--- src/rtl/bram_seq_pkg.sv ---
// Shared types, default widths and the self-test pattern for the BRAM sequencer.
// Optional second inverted pass is enabled by defining BRAM_SEQ_MARCH_EN.
package bram_seq_pkg;

    localparam int DEF_ADDR_W = 6;
    localparam int DEF_DATA_W = 64;
    localparam int DEF_RD_LAT = 1;

    // Wide enough for any practical DATA_W; callers size-cast the result down.
    localparam int PAT_W = 256;

    typedef enum logic [2:0] {
        IDLE,
        FILL,
        READ,
        DRAIN,
        DONE
    } state_t;

    // addr+1, optionally inverted; truncation to DATA_W equals DATA_W-bit math.
    function automatic logic [PAT_W-1:0] pattern(
        input logic [31:0] addr,
        input logic        inv
    );
        logic [PAT_W-1:0] p;
        p = PAT_W'(addr) + PAT_W'(1);
        return inv ? ~p : p;
    endfunction

endpackage

--- src/rtl/bram_rd_pipe.sv ---
// Read-latency delay line carrying {valid, self-test tag, addr} per beat.
// Ports: clk, rstn, i_v/i_tst/i_addr in, o_v/o_tst/o_addr out after LAT cycles.
module bram_rd_pipe #(
    parameter int ADDR_W = 6,
    parameter int LAT    = 1
) (
    input  logic              clk,
    input  logic              rstn,
    input  logic              i_v,
    input  logic              i_tst,
    input  logic [ADDR_W-1:0] i_addr,
    output logic              o_v,
    output logic              o_tst,
    output logic [ADDR_W-1:0] o_addr
);

    logic [LAT-1:0]    r_v;
    logic [LAT-1:0]    r_t;
    logic [ADDR_W-1:0] r_a [LAT];

    always_ff @(posedge clk or negedge rstn) begin
        if (!rstn) begin
            r_v <= '0;
            r_t <= '0;
            for (int i = 0; i < LAT; i++) r_a[i] <= '0;
        end else begin
            r_v[0] <= i_v;
            r_t[0] <= i_tst;
            r_a[0] <= i_addr;
            for (int i = 1; i < LAT; i++) begin
                r_v[i] <= r_v[i-1];
                r_t[i] <= r_t[i-1];
                r_a[i] <= r_a[i-1];
            end
        end
    end

    assign o_v    = r_v[LAT-1];
    assign o_tst  = r_t[LAT-1];
    assign o_addr = r_a[LAT-1];

endmodule

--- src/rtl/bram_seq_ctrl.sv ---
// BRAM self-test sequencer (fill/read/compare) and idle-time requester port mux.
// Ports: start/busy/done/err* status, BRAM A/B ports, req_*/rsp_* requester.
// Define BRAM_SEQ_MARCH_EN for a second pass with the inverted pattern.
module bram_seq_ctrl
    import bram_seq_pkg::*;
#(
    parameter int ADDR_W = DEF_ADDR_W,
    parameter int DATA_W = DEF_DATA_W,
    parameter int RD_LAT = DEF_RD_LAT
) (
    input  logic              clk,
    input  logic              rstn,
    input  logic              start,
    output logic              busy,
    output logic              done,
    output logic              err,
    output logic [ADDR_W-1:0] err_addr,
    output logic [ADDR_W+1:0] err_cnt,
    output logic              wea,
    output logic [ADDR_W-1:0] addra,
    output logic [DATA_W-1:0] dina,
    output logic [ADDR_W-1:0] addrb,
    input  logic [DATA_W-1:0] doutb,
    input  logic              req_valid,
    input  logic              req_we,
    input  logic [ADDR_W-1:0] req_addr,
    input  logic [DATA_W-1:0] req_wdata,
    output logic              req_ready,
    output logic              rsp_valid,
    output logic [DATA_W-1:0] rsp_rdata
);

    localparam int                DCW     = $clog2(RD_LAT + 1);
    localparam logic [ADDR_W-1:0] LAST    = '1;
    localparam logic [DCW-1:0]    DR_LAST = DCW'(RD_LAT - 1);

    state_t            r_state;
    logic [ADDR_W-1:0] r_cnt;
    logic [DCW-1:0]    r_dcnt;
    logic              r_busy;
    logic              r_done;
    logic              r_err;
    logic [ADDR_W-1:0] r_err_addr;
    logic [ADDR_W+1:0] r_err_cnt;

    logic              w_inv;
    logic              w_idle;
    logic              w_acc;
    logic              w_rd_acc;
    logic              w_wea;
    logic [ADDR_W-1:0] w_addra;
    logic [ADDR_W-1:0] w_addrb;
    logic [DATA_W-1:0] w_dina;
    logic [DATA_W-1:0] w_pat_wr;
    logic [DATA_W-1:0] w_pat_cmp;
    logic              w_p_v;
    logic              w_p_t;
    logic [ADDR_W-1:0] w_p_addr;
    logic              w_mis;

`ifdef BRAM_SEQ_MARCH_EN
    logic r_pass;
    assign w_inv = r_pass;
`else
    assign w_inv = 1'b0;
`endif

    assign w_idle    = (r_state == IDLE);
    assign req_ready = w_idle & ~start;
    assign w_acc     = req_valid & req_ready;
    assign w_rd_acc  = w_acc & ~req_we;

    assign w_pat_wr  = DATA_W'(pattern(32'(r_cnt), w_inv));
    assign w_pat_cmp = DATA_W'(pattern(32'(w_p_addr), w_inv));

    always_comb begin
        w_wea   = 1'b0;
        w_addra = r_cnt;
        w_addrb = r_cnt;
        w_dina  = w_pat_wr;
        unique case (r_state)
            IDLE: begin
                w_wea   = w_acc & req_we;
                w_addra = req_addr;
                w_addrb = req_addr;
                w_dina  = req_wdata;
            end
            FILL:    w_wea = 1'b1;
            default: w_wea = 1'b0;
        endcase
    end

    // Reset must kill the write strobe without waiting for a clock.
    assign wea   = w_wea & rstn;
    assign addra = w_addra;
    assign addrb = w_addrb;
    assign dina  = w_dina;

    bram_rd_pipe #(
        .ADDR_W (ADDR_W),
        .LAT    (RD_LAT)
    ) u_pipe (
        .clk    (clk),
        .rstn   (rstn),
        .i_v    (w_rd_acc | (r_state == READ)),
        .i_tst  (r_state == READ),
        .i_addr (r_cnt),
        .o_v    (w_p_v),
        .o_tst  (w_p_t),
        .o_addr (w_p_addr)
    );

    // Tagged beats are self-test reads; only untagged ones reach the requester.
    assign rsp_valid = w_p_v & ~w_p_t;
    assign rsp_rdata = doutb;
    assign w_mis     = w_p_v & w_p_t & (doutb != w_pat_cmp);

    always_ff @(posedge clk or negedge rstn) begin
        if (!rstn) begin
            r_state    <= IDLE;
            r_cnt      <= '0;
            r_dcnt     <= '0;
            r_busy     <= 1'b0;
            r_done     <= 1'b0;
            r_err      <= 1'b0;
            r_err_addr <= '0;
            r_err_cnt  <= '0;
`ifdef BRAM_SEQ_MARCH_EN
            r_pass     <= 1'b0;
`endif
        end else begin
            r_done <= 1'b0;
            if (w_mis) begin
                r_err <= 1'b1;
                if (!r_err) r_err_addr <= w_p_addr;
                if (r_err_cnt != '1) r_err_cnt <= r_err_cnt + 1'b1;
            end
            unique case (r_state)
                IDLE: begin
                    if (start) begin
                        r_state    <= FILL;
                        r_busy     <= 1'b1;
                        r_cnt      <= '0;
                        r_dcnt     <= '0;
                        r_err      <= 1'b0;
                        r_err_addr <= '0;
                        r_err_cnt  <= '0;
`ifdef BRAM_SEQ_MARCH_EN
                        r_pass     <= 1'b0;
`endif
                    end
                end
                FILL: begin
                    r_cnt <= r_cnt + 1'b1;
                    if (r_cnt == LAST) r_state <= READ;
                end
                READ: begin
                    r_cnt <= r_cnt + 1'b1;
                    if (r_cnt == LAST) r_state <= DRAIN;
                end
                DRAIN: begin
                    if (r_dcnt == DR_LAST) begin
                        r_dcnt <= '0;
`ifdef BRAM_SEQ_MARCH_EN
                        if (!r_pass) begin
                            r_pass  <= 1'b1;
                            r_state <= FILL;
                        end else begin
                            r_state <= DONE;
                            r_busy  <= 1'b0;
                            r_done  <= 1'b1;
                        end
`else
                        r_state <= DONE;
                        r_busy  <= 1'b0;
                        r_done  <= 1'b1;
`endif
                    end else begin
                        r_dcnt <= r_dcnt + 1'b1;
                    end
                end
                DONE:    r_state <= IDLE;
                default: r_state <= IDLE;
            endcase
        end
    end

    assign busy     = r_busy;
    assign done     = r_done;
    assign err      = r_err;
    assign err_addr = r_err_addr;
    assign err_cnt  = r_err_cnt;

endmodule

--- config.mk ---
export PLATFORM = sky130hd
export DESIGN_NAME = bram_seq_ctrl
export DESIGN_NICKNAME = d
export VERILOG_FILES = /design/src/rtl/bram_seq_pkg.sv /design/src/rtl/bram_rd_pipe.sv /design/src/rtl/bram_seq_ctrl.sv
export SDC_FILE = /design/constraint.sdc
export NUM_CORES = 1
export LEC_CHECK = 0
export CAP_MARGIN = 20
export CORE_AREA = 2 2 116 118
export DETAILED_ROUTE_END_ITERATION = 10
export DIE_AREA = 0 0 118 120
export MAX_ROUTING_LAYER = met4
export PLACE_DENSITY_LB_ADDON = 0.3
export SYNTH_ARGS = -nofsm -noshare
export SYNTH_HDL_FRONTEND = slang
export SYNTH_SLANG_ARGS = --single-unit
--- constraint.sdc ---
create_clock -name clk -period 2.2 [get_ports clk]
set_input_delay 0.44 -clock clk [delete_from_list [all_inputs] [get_ports clk]]
set_output_delay 0.44 -clock clk [all_outputs]
set_load 0.1 [all_outputs]
# After elaboration in Yosys (flattened, before gate mapping)
# Cells that the tools add are included.
# Widths: inputs -> output; s select.
totals:
  ff_bits: 35
  in_bits: 139
  out_inout_bits: 160
  elab_cells: 75
op_classes:
  addsub: 5
  n_eq_ne: 10
  mux: 29
  bitwise: 12
  reduce_logical: 8
op_table:
  columns: ["operator", "n"]
  rows:
  - ["$mux 64", 1]
  - ["$ne 64x7->1", 1]
  - ["$mux 6", 6]
  - ["$mux 8", 4]
  - ["$add 6x1->7 const B", 2]
  - ["$mux 3", 4]
  - ["$pmux 3 s4", 1]
  - ["$pmux 6 s2", 1]
  - ["$mux 1", 9]
  - ["$add 8x1->8 const B", 1]
  - ["$and 1x1->1", 8]
  - ["$ne 2x2->1 const B", 4]
  - ["$ne 8x8->1 const B", 1]
  - ["$add 6x1->6 const B", 1]
  - ["$eq 3x2->1 const B", 2]
  - ["$eq 6x6->1 const B", 1]
  - ["$pmux 1 s2", 3]
  - ["$reduce_and 2->1", 2]
  - ["$reduce_and 4->1", 1]
  - ["$reduce_bool 2->1", 2]
  - ["$eq 3x1->1 const B", 1]
  - ["$logic_not 3->1", 1]
  - ["$not 1->1", 3]
  - ["$reduce_and 3->1", 1]
  - ["other kinds (3)", 3]

# Longest topological paths before layout
# Gate-level depths: netlist (run 1).
logic_depth:
  ltp_word: 6
  mapped_depth: 8
  mapped_depth_nobuf: 7

# By module
# Synthesis (run 1) repeated with hierarchy kept, for this count alone.
hier_totals:
  hier_cells: 368
  hier_area_um2: 2980.4
modules_own_cells:
  columns: ["module", "instances", "cells_per_inst", "area_each_um2", "seq_area_each_um2"]
  rows:
  - ["bram_seq_ctrl", 1, 360, 2780.2, 650.6]
  - ["bram_rd_pipe", 1, 8, 200.2, 200.2]

# Worst setup path after synthesis (run 1)
# No wires, ideal clock.
synth_path:
  path_kind: "reg-to-output"
  from: "register r_state[1]"
  to: "output port wea"
  t_arrival_ns: 3.707
  required_ns: 1.760
  path_slack_ns: -1.947
  path_stages_with_launch: 3
  path_buffers: 1
  path_cell_list: "dfrtp_1 clkbuf_1 nor4b_1"
synth_via:
  elab_chain_cells: 6
  word_cells_on_any_way: 7
  classes_between: "1 x eq/ne; 1 x mux; 4 x bitwise; 1 x reduce/logical"
synth_lines:
  columns: ["item", "line", "source"]
  rows:
  - ["start: declaration", "bram_seq_ctrl.sv:37", "state_t r_state;"]
  - ["start signal: assignment", "bram_seq_ctrl.sv:120", "r_state <= IDLE;"]
  - ["start signal: assignment", "bram_seq_ctrl.sv:141", "r_state <= FILL;"]
  - ["start signal: assignment", "bram_seq_ctrl.sv:155", "if (r_cnt == LAST) r_state <= READ;"]
  - ["$logic_not 3->1", "bram_seq_ctrl.sv:68, bram_seq_ctrl.sv:81", null]
  - ["$and 1x1->1", "bram_seq_ctrl.sv:69", "assign req_ready = w_idle & ~start;"]
  - ["$and 1x1->1", "bram_seq_ctrl.sv:70", "assign w_acc = req_valid & req_ready;"]
  - ["$and 1x1->1", "bram_seq_ctrl.sv:83", "w_wea = w_acc & req_we;"]
  - ["$pmux 1 s2 *", "bram_seq_ctrl.sv:81", "unique case (r_state)"]
  - ["$and 1x1->1 *", "bram_seq_ctrl.sv:94", "assign wea = w_wea & rstn;"]
  - ["end: declaration", "bram_seq_ctrl.sv:19", "output logic wea,"]
# Mark *: on every way between the ends. The rest lies on a longest branch, timed or not.

# Worst setup path after layout (run 1)
layout_path:
  from: "input port doutb[37]"
  to: "register r_err_cnt[1], in the netlist err_cnt[1]"
layout_via:
  elab_chain_cells: 5
layout_lines:
  columns: ["item", "line", "source"]
  rows:
  - ["start: declaration", "bram_seq_ctrl.sv:23", "input logic [DATA_W-1:0] doutb,"]
  - ["$ne 64x7->1 *", "bram_seq_ctrl.sv:116", "assign w_mis = w_p_v & w_p_t & (doutb != w_pat_cmp);"]
  - ["$and 1x1->1 *", "bram_seq_ctrl.sv:116", null]
  - ["$mux 8 *", "bram_seq_ctrl.sv:133", "if (w_mis) begin"]
  - ["$mux 8", "bram_seq_ctrl.sv:140", "if (start) begin"]
  - ["$mux 8 *", "bram_seq_ctrl.sv:138", "unique case (r_state)"]
  - ["end signal: assignment", "bram_seq_ctrl.sv:136", "if (r_err_cnt != '1) r_err_cnt <= r_err_cnt + 1'b1;"]
  - ["end: declaration", "bram_seq_ctrl.sv:44", "logic [ADDR_W+1:0] r_err_cnt;"]
# Marked as above.
# A chain may end at the register's enable or synchronous reset.

==> out/summary.log, run 1 <==
qor: outcome.status completed
qor: critical_path.critPathRequiredTime 2.40 ns
qor: floorplan.chipWidth 118 um
qor: timing.worst_slew_margin_rel 58.6%
qor: yosys.synth_warnings 0
qor: clock_tree.clk_pin_slew_worst_paths 0.05 ns
qor: yosys.synthXorXnorAreaFrac 2.90%
qor: yosys.ys_top_cells_by_count buf_4, and2_1, nand2_1
qor: final_layout.ff_latch_area 857 sq um
qor: final_layout.filler_cell_count 996
qor: clock_tree.worst_skew_pair.late_latency 0.27 ns
qor: critical_path.crit_cells 9
qor: clock_tree.ctsRootBufferMaster clkbuf_16
qor: timing.finalSetupViolCount 0
qor: yosys.yosys.area_share.simple 34.4%
qor: final_layout.areaGrowthSynthToFinish 177%
qor: placement.preCtsSetupSlack -0.393 ns
qor: global_routing.vias_in_the_first_global_route 4158
qor: drt.detailedRoute.firstIterationViolations 169
qor: floorplan.core_area 13000 sq um
qor: power_and_ir_drop.power.ir.vdd_worst 0.547 mV
qor: drt.drt_drc_violations_left 0
qor: clock_tree.level_count_of_the_clock_h_tree 2
qor: critical_path.timing.critical_path.cells clkdlybuf4s50_1 -> nor4_1 -> nand4_1 -> nor4_2 -> buf_4 -> o2111ai_4 -> clkbuf_16 -> a21bo_1 -> a21oi_2
qor: hold_path.hold_depth 1
qor: drt.wl 14.8 mm
qor: timing.min_period 2.16 ns
qor: yosys.synth.top_cell.area_share 28.2%
qor: critical_path.worst-endpoint-arrival 2.35 ns
qor: timing.slew_viol_final 0
qor: placement.io_buffers 298
qor: drt.drt_pass1_iterations 4
qor: yosys.synth_area_per_cell 7.91 sq um
qor: yosys.fraction_of_the_mapped_netlist_area_in_compound_gates 12.4%
qor: critical_path.endpoint_kind register
qor: yosys.synth_fa_ha_area_share 1.24%
qor: yosys.dominant_cell_by_count_in_the_synthesized_netlist buf_4
qor: final_layout.drive_above_1_share 53.7%
qor: drt.route.detailed.wl_per_inst 17.2 um
qor: placement.globalplace.congestion 0.952
qor: yosys.synthesis.area 3020 sq um
qor: drt.num_vias 3944
qor: critical_path.setup.worst_path.class in -> reg
qor: drt.number_of_antenna_violating_nets_in_the_routed_design 0
qor: flow_run.cap_viol_max_count 0
qor: yosys.synth.lib_cells_used.distinct 49
qor: yosys.synth_top_family_by_area simple AND/OR/NAND/NOR gates
qor: global_routing.initial_antenna_violation_count 0
qor: yosys.synth-seq-area-share 28.2%
qor: power_and_ir_drop.leakage_power_summed_over_all_cells 0.00378 uW
qor: critical_path.crit_path_start doutb[37]
qor: yosys.dominantRegCellSynth dfrtp_1
qor: global_routing.grt.overflow.total 0
qor: final_layout.final_core_utilization 64.5%
qor: critical_path.worst_path_dominant_cell_family buffers and inverters
qor: timing.layout_setup_ws 0.0447 ns
qor: placement.place_hpwl 12.2 mm
qor: hold_path.worst_hold_startpoint r_state[2]
qor: yosys.synth_edf_count 0
qor: yosys.syn_nets 524
qor: yosys.ys_ff_latch 34
qor: critical_path.critical_path_peak_fanout 11
qor: global_routing.grt_max_degree 38
qor: critical_path.critical_path.startpoint_type input port
qor: yosys.synthArstFlopShare 100%
qor: floorplan.pin_count 299
qor: final_layout.nets 828
qor: final_layout.antenna_cells 0
qor: floorplan.fp.dieH 120 um
qor: timing.max_slew.worst_pin.slew 0.620 ns
qor: timing.report.final.hold_viol_count 0
qor: critical_path.critical_path_buf_inv_count 3
qor: floorplan.rows 42
qor: hold_path.hold_path_class reg -> reg
qor: timing.finalSetupTns 0 ns
qor: timing.upper_clock_frequency_limit 464 MHz
qor: global_routing.globalRouteTotalUtil 20.2%
qor: yosys.top_area_cells_in_the_synthesized_netlist dfrtp_1, buf_4, and2_1
qor: global_routing.grt_first_pass_wirelength 22.1 mm
qor: floorplan.design.die.area 14200 sq um
qor: yosys.yosys-mux-area-fraction 0.331%
qor: clock_tree.clockBufferDepth 2
qor: timing.grt_setup_unrepaired yes
qor: critical_path.timing.critical_path.slowest_stage_cell clkdlybuf4s50_1
qor: timing.fin_crit_sh 98.0%
qor: drt.viasPerCell 4.57
qor: critical_path.worstReg2RegStart u_pipe.o_addr[0]
qor: final_layout.multi_input_comb_area 1960 sq um
qor: timing.skew 0.00274 ns
qor: yosys.yosysTopAreaCell dfrtp_1
qor: floorplan.floorplan.initialDensity 23.3%
qor: clock_tree.hold_buf_cts 0
qor: critical_path.ff2ff_path_depth 7
qor: clock_tree.numCtsBuffers 5
qor: yosys.netlist_instances 382
qor: power_and_ir_drop.power_density 963 nW/um^2
qor: clock_tree.cts.sink_count 34
qor: critical_path.cpPeakStageDelay 0.44 ns
qor: clock_tree.tritoncts built
[cells in the final DEF, fill, tap and decap left out, drive strengths merged, types with 13 or more instances in the layout]
| cell type | n |
|---|---|
| and2 | 60 |
| buf | 244 |
| clkdlybuf4s50 | 121 |
| dfrtp | 34 |
| dlymetal6s2s | 17 |
| nand2 | 49 |
| nand4 | 14 |
| nor2 | 20 |
| nor4 | 14 |
| o21ai | 13 |
[worst paths after layout]
path / end / slack (ns)
worst max register to register: err_cnt[1] / 0.12
worst min-delay path: r_state[1] / 0.53
min in group asynchronous: busy / 0.64
worst max-delay path: err_cnt[1] / 0.04
worst min register to register: r_state[1] / 0.53
max in group asynchronous: r_state[0] / 1.24
[timing repair]
action	in CTS	in global routing
setup endpoints to repair	24	62
resized for setup	8	49
pin swaps	2	15
setup buffers	0	4
cloned	1	3
[area by class of cell]
| type | count | area share [%] |
|---|---|---|
| tap | 176 | 2.63 |
| clock inverter | 1 | 0.0598 |
| multi-input combinational | 255 | 23.5 |
| timing repair buffer | 385 | 61.7 |
| clock buffer | 7 | 1.70 |
| sequential | 34 | 10.2 |
| inverter | 5 | 0.224 |
[flip-flops by register name, indices dropped and copies added (netlist names), 3 cells and up]
| register | flops |
|---|---|
| u_pipe.o_addr | 6 |
| r_cnt | 6 |
| r_state | 3 |
| err_addr | 6 |
| err_cnt | 8 |
[power breakdown]
part           switching [uW]  total, uW  internal, uW
clock network             238        686           448
registers                 185        934           748
logic                    4030       6430          2410
total                    4450       8050          3600
[layer usage]
layer | routed length (um) | track usage [%]
met1 | 5140 | 20.5
met2 | 8150 | 37.6
met3 | 1340 | 6.99
met4 | 227 | 4.14
met5 | 0 | -
[kinds of logic after synthesis]
logic type                 after synthesis
adders and majority gates                3
and+or+nand+nor                        192
xor gates and xnor gates                10
muxes                                    1
DFF                                     34
buffers and inverters                   93
AOI/OAI and AO/OA                       49
[through the flow]
| step | cells | total power [uW] | area (sq um) | hold WS, ns |
|---|---|---|---|---|
| after floorplan | 382 | 4930 | 3300 | 0.144 |
| after global placement | 848 | 7130 | 7880 | 0.498 |
| after detailed placement | 848 | 7200 | 7880 | 0.507 |
| after CTS | 857 | 7960 | 8090 | 0.527 |
| after global routing | 863 | 8330 | 8370 | 0.553 |
| final | 863 | 8050 | 8370 | 0.525 |
Note: power is estimated with default switching activity, not from simulation.
==> run 2, diff against run 1 <==
Settings changed: ABC_AREA from default to 1, CORE_AREA 2 2 116 118 to 2 2 114 116, CTS_BUF_LIST from default to sky130_fd_sc_hd__clkbuf_2, DIE_AREA 0 0 118 120 to 0 0 116 118.
==> run 2 against run 1 <==
The flow now finishes with violations (setup timing). Synthesized cell count rose by 39%. Clock power fell by 57%. Clock skew rose by 0.0090 ns. Setup slack got worse by 0.13 ns. First-iteration DRC count rose by 7.7%. Non-clock buffer count fell by 10. Routed wire length fell by 0.47%. Register-to-register slack improved by 0.06 ns. Critical path depth fell by 3. Cell count rose by 16%.
==> out/summary.log, run 2 <==
qor: drt.route.detailed.wl_per_inst 14.7 um [-14%]
qor: drt.viasPerCell 4.32 [-5.4%]
qor: final_layout.areaGrowthSynthToFinish 160%
qor: clock_tree.numCtsBuffers 5 [unchanged]
qor: timing.layout_setup_ws -0.0903 ns [-0.135 ns]
qor: placement.globalplace.congestion 0.839 [-12%]
qor: yosys.synthArstFlopShare 100% [unchanged]
qor: critical_path.timing.critical_path.slowest_stage_cell dfrtp_1
qor: yosys.ys_top_cells_by_count inv_1, nor2_1, nand2_1
qor: global_routing.grt_max_degree 35 [-7.9%]
qor: yosys.netlist_instances 532 [+39%]
qor: timing.finalSetupTns -1.71 ns [-1.71 ns]
qor: critical_path.timing.critical_path.cells ha_2 -> nand3_2 -> nor3_4 -> inv_1 -> o21ai_2 -> buf_12
qor: final_layout.design_area 8570 sq um [+2.4%]
qor: placement.io_buffers 298 [unchanged]
qor: yosys.synth_area_per_cell 6.20 sq um [-22%]
qor: timing.skew 0.0118 ns [+0.00904 ns]
qor: final_layout.nets 973 [+18%]
qor: placement.place_hpwl 12.9 mm [+5.6%]
qor: yosys.synth-seq-area-share 25.8% [-2.4 points]
qor: timing.fin_crit_sh 104% [+6.1 points]
qor: power_and_ir_drop.power.ir.vdd_worst 0.546 mV [-0.29%]
qor: drt.drt_pass1_iterations 4 [unchanged]
qor: placement.dpl-instance-area 8310 sq um [+5.5%]
qor: hold_path.worst_hold_startpoint r_cnt[5]
qor: hold_path.hold_path_class reg -> reg
qor: clock_tree.tritoncts built
qor: clock_tree.ctsRootBufferMaster clkbuf_2
qor: yosys.top_area_cells_in_the_synthesized_netlist dfrtp_1, buf_4, inv_1
qor: power_and_ir_drop.leakage_power_summed_over_all_cells 0.00395 uW [+4.5%]
qor: yosys.synth_edf_count 0 [unchanged]
qor: timing.grt_setup_unrepaired yes
qor: global_routing.vias_in_the_first_global_route 4635 [+11%]
qor: drt.detailedRoute.firstIterationViolations 182 [+7.7%]
qor: timing.worst_slew_margin_rel 68.1% [+9.5 points]
qor: critical_path.critical_path_buf_inv_count 2 [-1]
qor: final_layout.layout.cells.most_common_list buf_12, clkdlybuf4s50_1, inv_1
qor: floorplan.design.die.area 13700 sq um [-3.3%]
qor: outcome.violations setup timing
qor: yosys.synthesis.area 3300 sq um [+9.2%]
qor: critical_path.setup.worst_path.class reg -> out
qor: critical_path.worst_path_dominant_cell_family flip-flops
qor: timing.min_period 2.29 ns [+0.135 ns]
qor: floorplan.core_area 12400 sq um [-4.4%]
qor: power_and_ir_drop.power_density 361 nW/um^2 [-62%]
qor: clock_tree.worst_skew_pair.late_latency 0.38 ns [+0.11 ns]
qor: timing.report.final.hold_viol_count 0 [unchanged]
qor: floorplan.chipWidth 116 um [-1.7%]
qor: timing.finalSetupViolCount 64 [+64]
qor: yosys.dominantRegCellSynth dfrtp_1
qor: floorplan.floorplan.initialDensity 26.6% [+3.3 points]
qor: clock_tree.clk_pin_slew_worst_paths 0.18 ns [+0.13 ns]
qor: final_layout.mostFrequentLayoutCell buf_12
qor: yosys.yosysTopAreaCell dfrtp_1
qor: floorplan.pin_count 299 [unchanged]
qor: final_layout.drive_above_1_share 42.4% [-11 points]
qor: global_routing.initial_antenna_violation_count 0 [unchanged]
qor: critical_path.cpPeakStageDelay 0.42 ns [-0.02 ns]
qor: timing.upper_clock_frequency_limit 437 MHz [-5.9%]
qor: global_routing.grt.overflow.total 0 [unchanged]
qor: final_layout.number_of_flip_flops_under_the_largest_register_name 8 [unchanged]
qor: clock_tree.level_count_of_the_clock_h_tree 2 [unchanged]
qor: yosys.ys_ff_latch 34 [unchanged]
qor: drt.drt_drc_violations_left 0 [unchanged]
qor: drt.wl 14.8 mm [-0.47%]
qor: timing.max_slew.worst_pin.slew 0.479 ns [-0.141 ns]
qor: critical_path.worstReg2RegStart u_pipe.o_addr[0]
qor: global_routing.globalRouteTotalUtil 21.7% [+1.6 points]
qor: yosys.dominant_cell_by_count_in_the_synthesized_netlist inv_1
qor: global_routing.grt_first_pass_wirelength 22.5 mm [+2.1%]
qor: outcome.status finished with violations
qor: floorplan.rows 41 [-2.4%]
qor: drt.number_of_antenna_violating_nets_in_the_routed_design 0 [unchanged]
qor: clock_tree.hold_buf_cts 0 [unchanged]
qor: yosys.synth.lib_cells_used.distinct 31 [-37%]
qor: drt.num_vias 4340 [+10%]
qor: yosys.synth.top_cell.area_share 25.8% [-2.4 points]
qor: clock_tree.clockBufferDepth 2 [unchanged]
qor: critical_path.critPathRequiredTime 1.76 ns [-0.64 ns]
qor: yosys.syn_nets 674 [+29%]
qor: timing.slew_viol_final 0 [unchanged]
qor: critical_path.endpoint_kind output port
qor: critical_path.worst-endpoint-arrival 1.85 ns [-0.50 ns]
qor: floorplan.fp.dieH 118 um [-1.7%]
qor: yosys.synth_warnings 0 [unchanged]
qor: final_layout.antenna_cells 0 [unchanged]
qor: critical_path.critical_path.startpoint_type register
qor: critical_path.critical_path_peak_fanout 3 [-8]
qor: flow_run.cap_viol_max_count 0 [unchanged]
qor: clock_tree.cts.sink_count 34 [unchanged]
qor: critical_path.crit_path_start r_cnt[1]
[run 2: cell families (layout without fill, tap and decap cells)]
| family | count (synthesis) | in the layout | synth area share, % |
|---|---|---|---|
| simple gates | 245 | 245 | 31.5 |
| buf+inv | 197 | 497 | 31.0 |
| compound gates | 43 | 43 | 7.92 |
| flops | 34 | 34 | 25.8 |
| xor+xnor | 10 | 10 | 2.65 |
| fa+ha+maj | 3 | 3 | 1.14 |
[run 2: path summary, 6_finish.rpt]
check                                   endpoint  slack (ns)  cells past startpoint
worst max-delay path                     dina[6]       -0.09                      6
worst min-delay path            u_pipe.o_addr[5]        0.42                      0
worst max register to register        err_cnt[0]        0.18                     12
worst min register to register  u_pipe.o_addr[5]        0.42                      0
max in group asynchronous               r_cnt[2]        1.42                      2
min in group asynchronous                   busy        0.45                      2
[run 2: worst register-to-register path: stages, from the launching register on]
cell	delay (ns)
dfrtp_1	0.46
ha_1	0.34
inv_1	0.05
nand2_1	0.05
nand2_1	0.05
nor2_1	0.13
nand3_1	0.09
nor2_1	0.21
nand3_4	0.15
buf_12	0.17
nand2_1	0.07
nand2_1	0.06
a21oi_1	0.14
[run 2: through the flow]
step	hold WS, ns	std cells	power, uW	setup slack, ns	util [%]
after floorplan	0.144	532	2070	-0.460	-
after global placement	0.363	982	2770	-0.0408	67.0
after detailed placement	0.383	982	2820	-0.116	67.0
after CTS	0.421	997	3100	-0.101	68.1
after global routing	0.429	1004	3220	-0.202	69.0
final	0.422	1004	3090	-0.0903	69.0
[run 2: metal layers]
layer | wire, um | track usage [%] | share of wire, %
met5 | 0 | - | 0
met4 | 227 | 4.32 | 1.5
met3 | 1760 | 8.91 | 12
met2 | 8300 | 42.3 | 56
met1 | 4480 | 19.2 | 30
[run 2: what timing repair did]
action	in CTS	in global routing
pin swaps	2	4
endpoints found under the setup margin	77	78
resized for setup	8	10
gates cloned	1	1
buffers inserted	6	6
[run 2: area by class of cell]
| type | count | area, sq um |
|---|---|---|
| tap | 172 | 215 |
| multi-input combinational | 301 | 1990 |
| inverter | 114 | 433 |
| clock inverter | 3 | 16.3 |
| fill | 929 | 3850 |
| timing repair buffer | 375 | 5040 |
| sequential | 34 | 852 |
| clock buffer | 5 | 25.0 |
[run 2: power by group]
part           switching [uW]  internal, uW
Sequential                103           685
Clock                     220          72.5
Combinational            1270           745
==> run 3, diff against run 2 <==
Settings changed: CTS_CLUSTER_DIAMETER from default to 150, TNS_END_PERCENT from default to 100.
==> results of run 3 <==
No change in the layout: final DEF, timing and power equal those of run 2.
